## config.mk

```make
export PLATFORM = sky130hd
export DESIGN_NAME = uart_rx
export DESIGN_NICKNAME = d
export VERILOG_FILES = /design/src/rtl/uart_rx.sv
export SDC_FILE = /design/constraint.sdc
export NUM_CORES = 1
export LEC_CHECK = 0
export ABC_AREA = 1
export BUFFER_PORTS_ARGS = -buffer_cell sky130_fd_sc_hd__buf_2
export CAP_MARGIN = 10
export CORE_UTILIZATION = 40
export DETAILED_ROUTE_END_ITERATION = 8
export GPL_TIMING_DRIVEN = 1
export PLACE_DENSITY_LB_ADDON = 0.15
export SLEW_MARGIN = 20
export SYNTH_ARGS = -nofsm -noshare
export SYNTH_HDL_FRONTEND = slang
export SYNTH_SLANG_ARGS = --single-unit
```

## constraint.sdc

```tcl
create_clock -name clk -period 3.1 [get_ports clk]
set_clock_uncertainty 0.1 [all_clocks]
set_input_delay 0.62 -clock clk [delete_from_list [all_inputs] [get_ports clk]]
set_output_delay 0.62 -clock clk [all_outputs]
set_load 0.05 [all_outputs]
```

## src/rtl/uart_rx.sv

```systemverilog
// uart_rx: 8N1 serial receiver with valid/ready byte output and error pulses.
// Define UART_RX_PARITY_EN for an even-parity bit and the parity_err port.
module uart_rx #(
  parameter int CLK_FREQ  = 27000000,
  parameter int BAUD_RATE = 9600,
  parameter int BAUD_DIV  = CLK_FREQ / BAUD_RATE
) (
  input  logic       clk,
  input  logic       rst_n,
  input  logic       rx,
  output logic [7:0] data,
  output logic       valid,
  input  logic       ready,
  output logic       frame_err,
  output logic       overrun
`ifdef UART_RX_PARITY_EN
  ,
  output logic       parity_err
`endif
);

  localparam int CW = $clog2(BAUD_DIV);
  localparam logic [CW-1:0] HALF_LD = CW'(BAUD_DIV / 2 - 1);
  localparam logic [CW-1:0] FULL_LD = CW'(BAUD_DIV - 1);

`ifdef UART_RX_PARITY_EN
  typedef enum logic [2:0] {
    IDLE, START, DATA, PARITY, STOP, BREAK
  } state_e;
`else
  typedef enum logic [2:0] {
    IDLE, START, DATA, STOP, BREAK
  } state_e;
`endif

  state_e        state_q, state_d;
  logic          meta_q, rxs_q;
  logic [CW-1:0] cnt_q, cnt_d;
  logic [2:0]    idx_q, idx_d;
  logic [7:0]    shift_q, shift_d;
  logic [7:0]    data_q, data_d;
  logic          valid_q, valid_d;
  logic          fe_q, fe_d;
  logic          ov_q, ov_d;
  logic          tick;
  logic          bad;
`ifdef UART_RX_PARITY_EN
  logic          pe_q, pe_d;
  logic          pbad_q, pbad_d;
  assign bad = pbad_q;
`else
  assign bad = 1'b0;
`endif

  assign tick = (cnt_q == '0);

  always_comb begin
    state_d   = state_q;
    cnt_d     = cnt_q;
    idx_d     = idx_q;
    shift_d   = shift_q;
    data_d    = data_q;
    valid_d   = valid_q;
    fe_d      = 1'b0;
    ov_d      = 1'b0;
`ifdef UART_RX_PARITY_EN
    pe_d      = 1'b0;
    pbad_d    = pbad_q;
`endif
    if (valid_q && ready) valid_d = 1'b0;
    unique case (state_q)
      IDLE: begin
        if (!rxs_q) begin
          cnt_d   = HALF_LD;
          state_d = START;
        end
      end
      START: begin
        if (!tick) begin
          cnt_d = cnt_q - 1'b1;
        end else if (rxs_q) begin
          state_d = IDLE;
        end else begin
          cnt_d   = FULL_LD;
          idx_d   = 3'd0;
          state_d = DATA;
`ifdef UART_RX_PARITY_EN
          pbad_d  = 1'b0;
`endif
        end
      end
      DATA: begin
        if (!tick) begin
          cnt_d = cnt_q - 1'b1;
        end else begin
          shift_d = {rxs_q, shift_q[7:1]};
          cnt_d   = FULL_LD;
          idx_d   = idx_q + 3'd1;
          if (idx_q == 3'd7) begin
`ifdef UART_RX_PARITY_EN
            state_d = PARITY;
`else
            state_d = STOP;
`endif
          end
        end
      end
`ifdef UART_RX_PARITY_EN
      PARITY: begin
        if (!tick) begin
          cnt_d = cnt_q - 1'b1;
        end else begin
          cnt_d   = FULL_LD;
          state_d = STOP;
          if (rxs_q != ^shift_q) begin
            pe_d   = 1'b1;
            pbad_d = 1'b1;
          end
        end
      end
`endif
      STOP: begin
        if (!tick) begin
          cnt_d = cnt_q - 1'b1;
        end else if (!rxs_q) begin
          fe_d    = 1'b1;
          state_d = BREAK;
        end else begin
          state_d = IDLE;
          if (!bad) begin
            // A same-cycle accept frees the register for the new byte
            if (!valid_q || ready) begin
              data_d  = shift_q;
              valid_d = 1'b1;
            end else begin
              ov_d = 1'b1;
            end
          end
        end
      end
      BREAK: begin
        if (rxs_q) state_d = IDLE;
      end
      default: state_d = IDLE;
    endcase
  end

  always_ff @(posedge clk) begin
    if (!rst_n) begin
      meta_q  <= 1'b1;
      rxs_q   <= 1'b1;
      state_q <= IDLE;
      cnt_q   <= '0;
      idx_q   <= 3'd0;
      shift_q <= 8'h00;
      data_q  <= 8'h00;
      valid_q <= 1'b0;
      fe_q    <= 1'b0;
      ov_q    <= 1'b0;
`ifdef UART_RX_PARITY_EN
      pe_q    <= 1'b0;
      pbad_q  <= 1'b0;
`endif
    end else begin
      meta_q  <= rx;
      rxs_q   <= meta_q;
      state_q <= state_d;
      cnt_q   <= cnt_d;
      idx_q   <= idx_d;
      shift_q <= shift_d;
      data_q  <= data_d;
      valid_q <= valid_d;
      fe_q    <= fe_d;
      ov_q    <= ov_d;
`ifdef UART_RX_PARITY_EN
      pe_q    <= pe_d;
      pbad_q  <= pbad_d;
`endif
    end
  end

  assign data      = data_q;
  assign valid     = valid_q;
  assign frame_err = fe_q;
  assign overrun   = ov_q;
`ifdef UART_RX_PARITY_EN
  assign parity_err = pe_q;
`endif

endmodule
```

## Yosys cells after proc, flatten, opt, wreduce, memory -nomap -nowiden

Cells that the tools add are included.

| operators by class | value |
|---|---|
| add/sub/neg operators | 2 |
| equality and inequality tests | 14 |
| multiplexer cells | 26 |
| reduce and logical (&&, ||, !) cells | 14 |

Operator list:

| cell | count |
|---|---|
| $mux W12 | 5 |
| $pmux W12 S4 | 1 |
| $mux W3 | 10 |
| $ne A2 B2 Y1 const B | 8 |
| $reduce_and A4 Y1 | 4 |
| $pmux W3 S5 | 1 |
| $logic_not A12 Y1 | 1 |
| $sub A12 B1 Y12 const B | 1 |
| $mux W1 | 7 |
| $eq A3 B2 Y1 const B | 2 |
| $eq A3 B3 Y1 const B | 2 |
| $pmux W3 S2 | 1 |
| $reduce_and A6 Y1 | 1 |
| $reduce_bool A4 Y1 | 1 |
| $add A3 B1 Y3 const B | 1 |
| $eq A3 B1 Y1 const B | 1 |
| $logic_not A3 Y1 | 1 |
| $ne A3 B3 Y1 const B | 1 |
| $reduce_and A3 Y1 | 1 |
| $mux W2 | 1 |
| $reduce_and A2 Y1 | 1 |
| $reduce_bool A2 Y1 | 1 |
| $logic_and A1 B1 Y1 | 1 |
| $logic_not A1 Y1 | 1 |
| $logic_or A1 B1 Y1 | 1 |

| word-level totals | value |
|---|---|
| register bits | 39 |
| bits of input ports | 4 |
| output and inout port bits | 11 |

## Depth between registers and ports, before layout

| logic depth | value |
|---|---|
| word-level depth | 6 |
| mapped depth | 12 |

## Least setup slack after synthesis

OpenSTA, ideal clock, no wires.

| path | value |
|---|---|
| path kind | register to register |
| from | reg cnt_q[0] |
| to | reg shift_q[0] |
| library setup time | 0.116 ns |
| arrival | 1.328 ns |
| data required time | 2.884 ns |
| setup slack | 1.557 ns |
| stages on the path, launching flop included | 12 |
| path buffers | 1 |
| clock period less this slack | 1.543 ns |
| cell sequence | dfxtp_1 -> inv_1 -> ha_1 -> nand2_1 -> nor2_4 -> nand2_4 -> clkinv_4 -> nand2_4 -> clkinv_2 -> buf_6 -> o21ai_0 -> nor2_1 |

| on the way | value |
|---|---|
| word-level cells in the longest chain between the ends | 2 |

RTL lines:

| what | line | text |
|---|---|---|
| start: declaration | 38 | `logic [CW-1:0] cnt_q, cnt_d;` |
| start signal: assignment | 168 | `cnt_q <= cnt_d;` |
| $logic_not A12 Y1 | 55 | `assign tick = (cnt_q == '0);` |
| $reduce_and A2 Y1 (no line) | - |  |
| end signal: assignment | 170 | `shift_q <= shift_d;` |
| end: declaration | 40 | `logic [7:0] shift_q, shift_d;` |

No other way between the ends.
A chain may end at the register's enable or synchronous reset.

## Worst setup path in the final report

| path | value |
|---|---|
| from | reg cnt_q[0] |
| to | reg cnt_q[2] |

| on the way | value |
|---|---|
| word-level cells in the longest chain between the ends | 3 |

RTL lines:

| what | line | text |
|---|---|---|
| $sub A12 B1 Y12 or $logic_not A12 Y1 (tied branches) | - |  |
| $mux W12 (tied with other cells) | 123 | `if (!tick) begin` |
| $pmux W12 S4 or $reduce_and A4 Y1 (tied branches) | - |  |

Several ways; a longest one is shown, not always the timed one. The select of a mux whose other input is x is not followed.

==> metrics.yaml <==
routing:
  post_drt_wl_per_cell_um: 11.46
  num_vias: 1544
  ant_nets: 0
  wl_um: 3667
  drt-initial-drc-count: 42
  first_pass_iters: 4
  avgViaCountPerCell: 4.825
  drc: 0
synthesis:
  synth-seq-cells: 39
  netlist_area_um2: 1864
  ys_warn_count: 0
  syn_inst: 250
  yosysUniqueCellTypes: 34
  ys_seq_area_share_pct: 41.88
  avgSynthCellArea_um2: 7.457
  mappedNetlistNets: 258
critical_path:
  critPathLaunchType: "flop"
  cp.required_ns: 3.20
  endpoint_kind: "flop"
  cp_max_fo: 10
  worstPathArrival_ns: 1.85
  path_class: "reg -> reg"
cts:
  cts_resized: 0
  post-cts-setup-buffers: 0
  cts_root_buffer: "clkbuf_8"
  cts_buffers: 5
  clockBufferDepth: 2
  cts.sinks: 39
  path_clk_slew_ns: 0.08
  htree_levels: 2
  clk_latency_ns: 0.30
  cts_tree: "yes"
  cts-hold-fix-buffers: 0
finish:
  antenna_cells: 0
  most-common-layout-cells: "nor2_1, dfxtp_1, nand2_1"
  fillers: 450
  final_nets: 275
  final_common_cell: "nor2_1"
  drive_gt1_share_pct: 16.79
  final-seq-area_um2: 780.7
  area_growth_pct: 11.34
  multiInputGateArea_um2: 942.2
global_route:
  antenna_found_initial: 0
  grt_usage_pct: 16.89
  grt.overflow.total: 0
  grt_first_pass_wirelength_um: 6541
  grt_max_degree: 28
  grt_pass1_vias: 1524
floorplan:
  start_util_pct: 42.23
  die_x_um: 70.27
  io_pins: 15
  core_um2: 4414
  num_rows: 24
  fp.dieArea_um2: 4938
  die_h_um: 70.27
job:
  max_cap_viol_count: 0
place:
  portBuffers: 14
  routabilityCongestion: 0.7277
  dpl.hpwl_um: 2669
sta:
  tightestPinTransition_ns: 0.4241
  rsz0062_at_grt: "false"
  final_max_slew_viol_count: 0
  maxSlewHeadroom_pct: 71.73
  setup-tns-final_ns: 0
  min_period_ns: 1.754
  fmax_mhz: 570.2
  timing.final.crit_share_pct: 56.57
  hold_viol_final: 0
  setup_viol: 0
  holdWs_ns: 0.3152
power_and_ir_drop:
  power_mw: 1.801
  pwr_density_cell_nw_per_um2: 867.8
  leakage_nw: 0.9659
  max-vdd-ir-drop_uv: 306.1
status:
  status: "finished, final reports clean"
hold_path:
  hold_path_class: "reg -> reg"
==> sequential cells by signal, indices dropped and copies added (netlist names) <==
name	cells
cnt_q	12
data	8
frame_err	1
idx_q	3
meta_q	1
overrun	1
rxs_q	1
shift_q	8
state_q	3
valid	1
==> metal layers <==
layer | global-route usage (%) | wire, um
met1 | 20.91 | 1788
met2 | 26.35 | 1677
met3 | 4.040 | 96
met4 | 10.22 | 104
met5 | 0 | 0
==> stage by stage <==
step / instances / cell area, um^2 / worst slack, ns / utilization [%]
floorplan: 250 / 1864 / 1.557 / -
global placement: 312 / 1977 / 1.239 / 44.78
detailed placement: 312 / 1977 / 1.238 / 44.78
CTS: 320 / 2076 / 1.336 / 47.02
global route: 320 / 2076 / 1.136 / 47.02
finish: 320 / 2076 / 1.346 / 47.02
==> cell type report <==
class	instances	area share, %
Inverter	30	5.726
Tap cell	52	3.134
Timing Repair Buffer	14	3.376
Clock inverter	2	0.7836
Clock buffer	6	3.978
Sequential cell	39	37.61
Multi-Input combinational cell	177	45.39
==> synth_stat cells, drive strengths merged <==
library cell / number / share of area (%)
inv: 28 / 5.6
nand4: 1 / 0.34
nor4: 1 / 0.34
or2: 3 / 1.0
clkbuf: 3 / 0.60
nand2: 38 / 8.6
ha: 4 / 2.7
a211oi: 3 / 1.2
o21ai: 26 / 7.2
xnor2: 1 / 0.47
xor2: 6 / 2.8
and2: 1 / 0.40
a21oi: 18 / 5.2
nand3: 12 / 4.2
dfxtp: 39 / 42
buf: 1 / 0.60
nor3: 7 / 2.1
clkinv: 2 / 0.74
nand3b: 1 / 0.40
nor2: 55 / 14
==> where the power goes <==
| group | internal [mW] | switching (mW) |
|---|---|---|
| Combinational | 0.263 | 0.500 |
| Sequential | 0.583 | 0.0777 |
| Clock | 0.182 | 0.195 |
==> critical path: stages, from the launching register on <==
cell and delay, ns:
dfxtp_1 0.33, inv_1 0.09, ha_1 0.21, nand2_1 0.11, nor2_4 0.06, nand3_1 0.10, nand2_1 0.10, nor2_4 0.23
nand2_1 0.13, a21oi_1 0.14, nor2_1 0.05
==> logic make-up after synthesis <==
kind of cell    count (synthesis)  synth area share (%)
buf+inv                        34                 7.584
fa+ha+maj                       4                 2.685
xor+xnor                        7                 3.289
flops                          39                 41.88
compound gates                 47                 13.62
simple gates                  119                 30.94
==> path summary, 6_finish.rpt <==
path | startpoint | end | slack, ns | cells past startpoint
hold reg to reg | meta_q$_SDFF_PN1_ | rxs_q$_SDFF_PN1_ | 0.32 | 1
setup / recovery | cnt_q[0]$_SDFFE_PN0P_ | cnt_q[2]$_SDFFE_PN0P_ | 1.35 | 10
hold / removal | meta_q$_SDFF_PN1_ | rxs_q$_SDFF_PN1_ | 0.32 | 1
setup reg to reg | cnt_q[0]$_SDFFE_PN0P_ | cnt_q[2]$_SDFFE_PN0P_ | 1.35 | 10
No activity file was read; power rests on OpenSTA's default activity.
